===== src/rtl/shiftare_iterativa.sv =====
// Iterative shift unit that shifts one bit per clock under a start/done handshake.
// Define SHIFT_ROTATE_EN to make op=11 perform a rotate-right; otherwise op=11 passes A through.
module shiftare_iterativa #(
  parameter int unsigned WIDTH = 32,
  parameter int unsigned CNT_W = $clog2(WIDTH)
) (
  input  logic             clk,
  input  logic             rst_n,
  input  logic             start,
  input  logic [1:0]       op,
  input  logic [WIDTH-1:0] A,
  input  logic [CNT_W-1:0] amount,
  output logic             busy,
  output logic             done,
  output logic [WIDTH-1:0] rezultat,
  output logic             carry
);

  localparam logic [1:0] S_IDLE  = 2'b00;
  localparam logic [1:0] S_SHIFT = 2'b01;
  localparam logic [1:0] S_DONE  = 2'b10;

  localparam logic [1:0] OP_SLL = 2'b00;
  localparam logic [1:0] OP_SRL = 2'b01;
  localparam logic [1:0] OP_SRA = 2'b10;
  localparam logic [1:0] OP_ROR = 2'b11;

  logic [1:0]       state_q, state_n;
  logic [CNT_W-1:0] counter_q;
  logic [1:0]       op_q;
  logic [WIDTH-1:0] rez_q;
  logic             carry_q;
  logic             busy_q, done_q;
  logic [CNT_W-1:0] amount_eff_c;
  logic [WIDTH-1:0] shift_r_c;
  logic             shift_c_c;

  // Effective shift count captured on start
  always_comb begin
    amount_eff_c = amount;
`ifndef SHIFT_ROTATE_EN
    if (op == OP_ROR) amount_eff_c = '0;
`endif
  end

  // Next-state logic
  always_comb begin
    state_n = state_q;
    case (state_q)
      S_IDLE: begin
        if (start) state_n = (amount_eff_c == '0) ? S_DONE : S_SHIFT;
      end
      S_SHIFT: begin
        if (counter_q == CNT_W'(1)) state_n = S_DONE;
      end
      S_DONE:  state_n = S_IDLE;
      default: state_n = S_IDLE;
    endcase
  end

  // One-position shift of the working register
  always_comb begin
    shift_r_c = rez_q;
    shift_c_c = carry_q;
    case (op_q)
      OP_SLL: begin
        shift_c_c = rez_q[WIDTH-1];
        shift_r_c = {rez_q[WIDTH-2:0], 1'b0};
      end
      OP_SRL: begin
        shift_c_c = rez_q[0];
        shift_r_c = {1'b0, rez_q[WIDTH-1:1]};
      end
      OP_SRA: begin
        shift_c_c = rez_q[0];
        shift_r_c = {rez_q[WIDTH-1], rez_q[WIDTH-1:1]};
      end
`ifdef SHIFT_ROTATE_EN
      OP_ROR: begin
        shift_c_c = rez_q[0];
        shift_r_c = {rez_q[0], rez_q[WIDTH-1:1]};
      end
`endif
      default: begin
        shift_r_c = rez_q;
        shift_c_c = carry_q;
      end
    endcase
  end

  // State register
  always_ff @(posedge clk or negedge rst_n) begin
    if (!rst_n) state_q <= S_IDLE;
    else        state_q <= state_n;
  end

  // Datapath and registered status outputs
  always_ff @(posedge clk or negedge rst_n) begin
    if (!rst_n) begin
      counter_q <= '0;
      op_q      <= OP_SLL;
      rez_q     <= '0;
      carry_q   <= 1'b0;
      busy_q    <= 1'b0;
      done_q    <= 1'b0;
    end else begin
      busy_q <= (state_n == S_SHIFT);
      done_q <= (state_n == S_DONE);
      if (state_q == S_IDLE && start) begin
        counter_q <= amount_eff_c;
        op_q      <= op;
        rez_q     <= A;
        carry_q   <= 1'b0;
      end else if (state_q == S_SHIFT) begin
        counter_q <= counter_q - CNT_W'(1);
        rez_q     <= shift_r_c;
        carry_q   <= shift_c_c;
      end
    end
  end

  assign busy     = busy_q;
  assign done     = done_q;
  assign rezultat = rez_q;
  assign carry    = carry_q;

endmodule


===== config.mk =====
export PLATFORM = sky130hd
export DESIGN_NAME = shiftare_iterativa
export DESIGN_NICKNAME = d
export VERILOG_FILES = /design/src/rtl/shiftare_iterativa.sv
export SDC_FILE = /design/constraint.sdc
export NUM_CORES = 1
export LEC_CHECK = 0
export BUFFER_PORTS_ARGS = -buffer_cell sky130_fd_sc_hd__buf_2
export CORE_MARGIN = 2
export CORE_UTILIZATION = 36
export CTS_CLUSTER_SIZE = 30
export DETAILED_ROUTE_END_ITERATION = 16
export PLACE_DENSITY = 0.72
export SKIP_LAST_GASP = 1
export SLEW_MARGIN = 20
export SYNTH_ARGS = -nofsm -noshare
export SYNTH_HDL_FRONTEND = slang
export SYNTH_SLANG_ARGS = --single-unit

===== constraint.sdc =====
create_clock -name clk -period 4.6 [get_ports clk]
set_input_delay 0.92 -clock clk [delete_from_list [all_inputs] [get_ports clk]]
set_output_delay 0.92 -clock clk [all_outputs]
set_load 0.01 [all_outputs]

==> impl_metrics.json, run 1 <==
{
  "synthTopCellsByArea": "dfrtp_1 44%, a221oi_1 11%, nand2b_1 7.8%",
  "cts-resized-gates": 0,
  "post-place-ws_ns": 1.70,
  "wl_met3_um": 361,
  "syn_area_mm2": 0.00249,
  "synth_seq_area_share_pct": 44.2,
  "worstSetupStartpointType": "input port",
  "fin_crit_ns": 2.50,
  "required_ns": 4.78,
  "grt_max_degree": 45,
  "hold_path.class": "flop to flop",
  "h-tree-depth": 2,
  "status": "finished clean",
  "drt_wl_total_um": 6500,
  "synthMuxAreaShare_pct": 0.853,
  "drt_iter0_drc": 167,
  "die_y_um": 87.2,
  "mostFrequentLayoutCells": "75 x buf_2, 44 x dfrtp_1, 38 x nand2_1, 37 x a21oi_1, 35 x nor2_1",
  "critPathTopFamily": "buffers and inverters",
  "fin_nets": 400,
  "drive_gt1_share_pct": 26.9,
  "cp_data_arrival_time_ns": 2.68,
  "slew_violations": 0,
  "final_cells": 433,
  "route.detailed.drc": 0,
  "route.met2.wl_um": 3170,
  "report.final.setup_viol": 0,
  "relSlewSlack_pct": 52.8,
  "vias_per_cell": 5.51,
  "synth_top_family_by_area": "compound AO/OA/AOI/OAI gates",
  "drtPass1Iterations": 4,
  "drt-met1-wl_um": 2930,
  "synth_xor_area_share_pct": 0,
  "vias": 2384,
  "fillers": 682,
  "setup_tns_ns": 0,
  "place_congestion": 0.843,
  "finalCritPeriodShare_pct": 54.4,
  "synth.ff_latch_count": 44,
  "ant_nets": 0,
  "synthAdderAreaFrac_pct": 2.51,
  "cts_hold_buf": 0,
  "dp_cells": 426,
  "syn2layout_area_growth_pct": 20.1,
  "dp_hpwl_um": 4390,
  "clockRootBuffer": "clkbuf_8",
  "setup_slack_ns": 2.10,
  "final_common_cell": "buf_2",
  "critical_path_class": "input port to flop",
  "path_max_fanout": 39,
  "synth_nets": 334,
  "die-area_mm2": 0.00760,
  "ir_worst_vdd_mv": 0.330,
  "synth.top_cell.area_share_pct": 44.2,
  "grt_setup_unrepaired": "false",
  "yosys_warnings": 0,
  "overflow": 0,
  "clock_path_buffers": 2,
  "postPlaceCellArea_mm2": 0.00290,
  "antenna_found_initial": 0,
  "port-buffer-count": 76,
  "crit_chain": "buf_2 > o21bai_2 > buf_4 > a21oi_2 > buf_4 > mux2_2",
  "numCtsBuffers": 5,
  "cts_setup_buffers": 0,
  "clk_latency_ns": 0.30,
  "start_util_pct": 36.9,
  "first_global_vias": 2285,
  "synth.distinct_cells": 34,
  "tightest_slew_ns": 0.709,
  "ioPinCount": 77,
  "crit_top_cell": "buf_4",
  "final_cell_area_mm2": 0.00299,
  "fp-row-count": 30,
  "synth_compound_area_share_pct": 24.7,
  "maxCapViolations": 0,
  "syn_inst": 287,
  "p_leak_nw": 1.35,
  "path_clk_slew_ns": 0.08,
  "critical_path.endpoint_type": "flop",
  "synthSimpleGateAreaFrac_pct": 22.0,
  "cts_tree": "built",
  "hold_slack_ns": 0.521,
  "fin_util_pct": 44.3,
  "finClkSkew_ns": 0.00954,
  "hold_viol_final": 0,
  "crit_path_top_delay_cell": "a21oi_2",
  "fmax_mhz": 400,
  "die_w_um": 87.2,
  "grt_use_total_pct": 18.0,
  "post_synth.cell_area_avg_um2": 8.68,
  "grt_pass1_wl_um": 10900,
  "crit_buf_inv": 3,
  "avgRoutedWirePerCell_um": 15.0,
  "num_antenna_cells": 0,
  "clock-sinks": 44,
  "synth_top_cell_by_area": "dfrtp_1",
  "power_mw": 2.42,
  "top_layer_used": "met4",
  "core_region_area_mm2": 0.00676,
  "max_stage_delay_ns": 0.58,
  "power_per_cell_area_mw_per_mm2": 809
}
-- per-layer routing --
metal | vias up | track usage (%)
met1 | 1157 | 24.7
met2 | 68 | 28.6
li1 | 1155 | -
met5 | - | 0
met3 | 4 | 4.55
met4 | 0 | 4.76
-- power by group --
group	leakage (nW)	total (mW)	switching [mW]	internal, mW
Clock	0.0400	0.239	0.136	0.103
Sequential	0.536	0.782	0.189	0.592
Combinational	0.776	1.40	0.815	0.587
Total	1.35	2.42	1.14	1.28
-- cells by family (layout without fill, tap and decap cells) --
kind of cell	count (synthesis)	in the layout
adder cells (fa/ha/maj)	5	5
AO/OA/AOI/OAI	92	92
AND/OR/NAND/NOR	115	115
multiplexers	2	2
buffers and inverters	29	95
flip-flops	44	44
-- registers in the layout (all words and copies together) (netlist names) --
signal,count
busy,1
carry,1
counter_q,5
done,1
op_q,2
rezultat,32
state_q,2
-- path summary, 6_finish.rpt --
check	startpoint	end	slack, ns	cells after the start
worst max-delay path	start	carry	2.10	6
worst min-delay path	counter_q[1]	counter_q[1]	0.52	1
worst max register to register	state_q[1]	carry	2.16	5
worst min register to register	counter_q[1]	counter_q[1]	0.52	1
max in group asynchronous	rst_n	rezultat[3]	3.62	1
min in group asynchronous	rst_n	rezultat[22]	0.60	1
-- Yosys cell counts --
cell      count
or2_2         1
a21oi_1      37
o21bai_1      1
o31a_1        1
nor3b_1       1
o31ai_1       1
a32oi_1       1
a22oi_1       2
clkbuf_1     10
nor2b_1       1
inv_1         7
ha_1          5
a31oi_1       3
nor4_1        1
o32ai_1       2
a21o_1        1
nand2b_1     31
nand2_1      38
buf_4         2
o21ai_0      10
nor2_1       36
a222oi_1      1
a221oi_1     31
buf_6         2
dfrtp_1      44
or4_1         1
nand3b_1      1
a21oi_2       1
or3_1         2
mux2_2        1
buf_2         8
nor3_1        1
mux2i_1       1
nor3b_4       1
-- final cells by class --
type | instances | area, um2 | share of cell area [%]
Inverter | 7 | 26.3 | 0.878
Tap cell | 80 | 100 | 3.34
Multi-Input combinational cell | 214 | 1260 | 42.2
Clock inverter | 2 | 12.5 | 0.418
Timing Repair Buffer | 81 | 420 | 14.0
Sequential cell | 44 | 1100 | 36.8
Clock buffer | 5 | 68.8 | 2.30
No activity file was read; power rests on OpenSTA's default activity.
==> run 2, diff against run 1 <==
- clock period: 4.6 -> 2.56 ns (I/O delays scaled with it)
==> impl_metrics.json, run 2 (synthesis results as in run 1) <==
{
  "path_max_fanout": 20,
  "clock_path_buffers": 2,
  "core_region_area_mm2": 0.00676,
  "reg2reg_from": "op_q[1]",
  "cts_hold_buf": 0,
  "drt_wl_total_um": 6700,
  "fp-row-count": 30,
  "grt_use_met1_pct": 25.1,
  "cp_data_arrival_time_ns": 2.19,
  "ir_worst_vdd_mv": 0.696,
  "use_met2_pct": 28.6,
  "first_global_vias": 2254,
  "report.final.setup_viol": 0,
  "clk_latency_ns": 0.30,
  "mostFrequentLayoutCells": "76 x buf_2, 44 x dfrtp_1, 38 x nand2_1, 37 x a21oi_1, 35 x nor2_1",
  "numCtsBuffers": 5,
  "cts_setup_buffers": 0,
  "required_ns": 2.79,
  "final-seq-area_mm2": 0.00110,
  "drt_iter0_drc": 165,
  "largest_reg_flops": 32,
  "power_mw": 4.55,
  "grt_util_met3_pct": 3.60,
  "drtPass1Iterations": 4,
  "path_clk_slew_ns": 0.09,
  "postPlaceCellArea_mm2": 0.00295,
  "setup_tns_ns": 0,
  "status": "finished clean",
  "start_util_pct": 36.9,
  "die-area_mm2": 0.00760,
  "syn2layout_area_growth_pct": 22.9,
  "grt_use_total_pct": 17.9,
  "fin_nets": 406,
  "grt_max_degree": 43,
  "tightest_slew_ns": 0.675,
  "relSlewSlack_pct": 55.0,
  "p_leak_nw": 1.40,
  "finClkSkew_ns": 0.00869,
  "route.detailed.drc": 0,
  "grt_pass1_wl_um": 10900,
  "fin_crit_ns": 1.96,
  "multi_input_area_mm2": 0.00126,
  "worstSetupStartpointType": "flop",
  "clockRootBuffer": "clkbuf_8",
  "vias_per_cell": 5.45,
  "critical_path.endpoint_type": "flop",
  "overflow": 0,
  "crit_start": "op_q[1]",
  "final_common_cell": "buf_2",
  "die_y_um": 87.2,
  "die_w_um": 87.2,
  "regToRegSetupSlack_ns": 0.60,
  "gr-max-usage-layer": "met2",
  "slew_violations": 0,
  "power_per_cell_area_mw_per_mm2": 1480,
  "antenna_found_initial": 0,
  "h-tree-depth": 2,
  "ant_nets": 0,
  "place_congestion": 0.867,
  "drive_gt1_share_pct": 28.3,
  "clock-sinks": 44,
  "cts-resized-gates": 0,
  "fillers": 691,
  "num_antenna_cells": 0,
  "avgRoutedWirePerCell_um": 15.2,
  "cts_tree": "built",
  "grt_setup_unrepaired": "false",
  "vias": 2399,
  "fmax_mhz": 509,
  "critical_path_class": "flop to flop",
  "finalCritPeriodShare_pct": 76.7,
  "maxCapViolations": 0,
  "dp_hpwl_um": 4770,
  "ioPinCount": 77,
  "port-buffer-count": 76,
  "final_cell_area_mm2": 0.00306,
  "hold_path.class": "input port to async pin",
  "hold_viol_final": 0
}
## run 2: changes by cell type in the layout (fill, tap and decap cells not counted), sizes merged
cell and change:
buf +6, bufinv +1, clkinv -1, inv +1
## run 2: metrics by stage
stage | hold WS [ns] | instances | worst slack [ns] | util, %
5_1_grt | 0.275 | 440 | 0.409 | 45.4
6_report | 0.236 | 440 | 0.596 | 45.4
3_5_place_dp | 0.494 | 432 | 0.624 | 43.6
4_1_cts | 0.249 | 440 | 0.579 | 45.4
2_1_floorplan | 0.216 | 287 | 0.993 | -
3_3_place_gp | 0.488 | 432 | 0.710 | 43.6
## run 2: where the power goes
| part | leakage (nW) | switching, mW | internal [mW] |
|---|---|---|---|
| sequential | 0.536 | 0.355 | 1.06 |
| clock | 0.0548 | 0.256 | 0.294 |
| combinational | 0.804 | 1.48 | 1.10 |
| total | 1.40 | 2.09 | 2.46 |
## run 2: critical path, cell delays in order (launching register included)
cell and delay [ns]:
dfrtp_1 0.37, inv_1 0.08, ha_1 0.36, o21ai_0 0.13, nor2_2 0.41, buf_4 0.32, nand2_1 0.08, a21oi_1 0.15
## run 2: metal layers
| metal | vias up | routed length [um] |
|---|---|---|
| li1 | 1170 | - |
| met1 | 1147 | 3110 |
| met2 | 77 | 3140 |
| met3 | 5 | 404 |
| met4 | 0 | 47 |
| met5 | - | 0 |
## run 2: final timing paths
path | cells past startpoint | to
setup / recovery | 7 | rezultat[16]
hold / removal | 1 | rezultat[19]
setup reg to reg | 7 | rezultat[16]
hold reg to reg | 1 | counter_q[1]
max in group asynchronous | 2 | rezultat[21]
min in group clk | 3 | op_q[1]
## run 2: cell type report
class,instances,area share (%)
Tap cell,80,3.27
Clock buffer,5,2.25
Multi-Input combinational cell,214,41.1
Clock inverter,3,1.51
Timing Repair Buffer,87,15.1
Sequential cell,44,35.9
Inverter,7,0.857
==> run 3, diff against run 2 <==
- ABC_AREA: not set -> 1
- PLACE_DENSITY: 0.72 -> 0.7
- clock period: 2.56 -> 1.9 ns (I/O delays scaled with it)
==> impl_metrics.json, run 3 <==
{
  "largest_reg_flops": 32,
  "status": "finished clean",
  "report.final.setup_viol": 0,
  "synthAdderAreaFrac_pct": 2.02,
  "hold_slack_ns": 0.162,
  "critical_path_class": "flop to flop",
  "crit_cells": 8,
  "reg2reg_from": "op_q[0]",
  "post_synth.cell_area_avg_um2": 7.00,
  "drtPass1Iterations": 4,
  "final-seq-area_mm2": 0.00110,
  "drive_gt1_share_pct": 31.8,
  "synth_top_family_by_area": "simple AND/OR/NAND/NOR gates",
  "dp_hpwl_um": 5760,
  "multi_input_area_mm2": 0.00173,
  "final_common_cell": "nand2_1",
  "regToRegSetupSlack_ns": 0.18,
  "h-tree-depth": 2,
  "vias": 3095,
  "max_stage_delay_ns": 0.39,
  "finClkSkew_ns": 0.00204,
  "ant_nets": 0,
  "drt_wl_total_um": 8210,
  "vias_per_cell": 5.04,
  "grt_max_degree": 45,
  "clockRootBuffer": "clkbuf_8",
  "worstSetupStartpointType": "flop",
  "die-area_mm2": 0.00937,
  "path_clk_slew_ns": 0.09,
  "critical_path.endpoint_type": "flop",
  "first_global_vias": 3003,
  "grt_pass1_wl_um": 14200,
  "ir_worst_vdd_mv": 0.699,
  "crit_buf_inv": 3,
  "ioPinCount": 77,
  "switching_share_pct": 52.1,
  "tightest_slew_ns": 0.585,
  "synth_flop_cell": "dfrtp_1",
  "cts_setup_buffers": 0,
  "cts-resized-gates": 0,
  "fp-row-count": 33,
  "avgRoutedWirePerCell_um": 13.4,
  "synth_seq_area_share_pct": 35.5,
  "r2r_end": "rezultat[30]",
  "fin_nets": 555,
  "synth_top_cell_by_area": "dfrtp_1",
  "power_per_cell_area_mw_per_mm2": 1730,
  "fillers": 864,
  "cts_hold_buf": 0,
  "numCtsBuffers": 5,
  "synth_compound_area_share_pct": 3.35,
  "synthSimpleGateAreaFrac_pct": 49.9,
  "hold_path.class": "input port to async pin",
  "die_w_um": 96.8,
  "maxCapViolations": 0,
  "finalCritPeriodShare_pct": 90.4,
  "route.detailed.drc": 0,
  "synth_common_cells": "122 x nand2_1, 102 x nand3_1, 58 x nand2_2, 44 x dfrtp_1, 40 x nor2_1",
  "grt_use_total_pct": 17.9,
  "overflow": 0,
  "clock_path_buffers": 2,
  "setup_slack_ns": 0.183,
  "post-place-ws_ns": 0.198,
  "p_leak_nw": 1.87,
  "internal_power_mw": 3.00,
  "slew_violations": 0,
  "fin_util_pct": 43.6,
  "clk_latency_ns": 0.30,
  "drt_iter0_drc": 166,
  "fmax_mhz": 582,
  "crit_chain": "inv_1 > ha_1 > bufinv_8 > nand3_4 > nand2_8 > buf_4 > nand2_1 > nand2_2",
  "yosys_warnings": 0,
  "reg2reg_depth": 8,
  "path_max_fanout": 20,
  "critPathTopFamily": "buffers and inverters",
  "comb_power_share_pct": 61.4,
  "synthMuxAreaShare_pct": 0,
  "relSlewSlack_pct": 61.0,
  "required_ns": 2.14,
  "synth.top_cell.area_share_pct": 35.5,
  "synthTopCellsByArea": "dfrtp_1 36%, nand3_1 16%, nand2_1 15%",
  "synth-edff-count": 0,
  "mostFrequentLayoutCells": "122 x nand2_1, 102 x nand3_1, 76 x buf_2, 58 x nand2_2, 44 x dfrtp_1",
  "syn2layout_area_growth_pct": 16.8,
  "async_reset_ff_share_pct": 100,
  "clockPowerShare_pct": 11.6,
  "switchingPower_mw": 3.26,
  "syn_inst": 443,
  "clock-sinks": 44,
  "cp_data_arrival_time_ns": 1.96,
  "synth.ff_latch_count": 44,
  "die_y_um": 96.8,
  "hold_viol_final": 0,
  "place_congestion": 0.780,
  "synth_xor_area_share_pct": 0.283,
  "fin_crit_ns": 1.72,
  "seqPwrFrac_pct": 27.0,
  "antenna_found_initial": 0,
  "core_region_area_mm2": 0.00830,
  "power_mw": 6.25,
  "num_antenna_cells": 0,
  "syn_area_mm2": 0.00310,
  "synth_nets": 490,
  "start_util_pct": 37.3,
  "port-buffer-count": 76,
  "cts_tree": "built",
  "grt_setup_unrepaired": "false",
  "synth.distinct_cells": 28,
  "crit_path_top_delay_cell": "dfrtp_1",
  "setup_tns_ns": 0,
  "synth.most_common_cell": "nand2_1"
}
## run 3: how the worst max path moves through the flow
stage / start / to / slack (ns)
finish: op_q[0] / rezultat[30] / 0.18
global route: op_q[0] / carry / 0.02
CTS: op_q[0] / rezultat[30] / 0.17
detailed placement: op_q[0] / rezultat[30] / 0.20
global placement: op_q[0] / rezultat[11] / 0.28
floorplan: op_q[0] / rezultat[1] / 0.38
## run 3: per-stage QoR
stage,area (um2),std cells
finish,3620,614
global route,3620,614
CTS,3620,614
detailed placement,3510,606
global placement,3510,606
floorplan,3100,443
## run 3: layout make-up
cell class,count,share of cell area (%)
multi-input cells,353,47.7
clock inverters,3,1.18
well taps,105,3.63
inverters,17,2.42
flip-flops and latches,44,30.4
repair buffers,87,12.8
clock buffers,5,1.90
## run 3: layer usage
| metal | GRT usage, % | wire, um | vias up |
|---|---|---|---|
| met5 | 0 | 0 | - |
| met4 | 4.66 | 86 | 0 |
| met3 | 3.40 | 497 | 7 |
| met2 | 29.2 | 3860 | 95 |
| met1 | 24.4 | 3760 | 1443 |
| li1 | - | - | 1550 |
## run 3: cells by family (layout without fill, tap and decap cells)
logic type | Yosys count | after routing
AOI/OAI and AO/OA | 20 | 20
and+or+nand+nor | 327 | 327
DFF | 44 | 44
buffers and inverters | 46 | 112
xor gates and xnor gates | 1 | 1
adders and majority gates | 5 | 5
## run 3: power groups by stage
stage	Combinational [mW]	Clock (mW)	Sequential [mW]
global route	4.29	0.791	1.74
detailed placement	3.85	0	1.70
floorplan	3.00	0	1.73
CTS	3.87	0.751	1.68
global placement	3.75	0	1.69
finish	3.84	0.726	1.69
## run 3: worst register-to-register path, delay by kind of cell, from the launching register on
| kind | cells | cell delay [ns] |
|---|---|---|
| and+or+nand+nor | 4 | 0.42 |
| DFF | 1 | 0.39 |
| buffers and inverters | 3 | 0.60 |
| adders and majority gates | 1 | 0.25 |
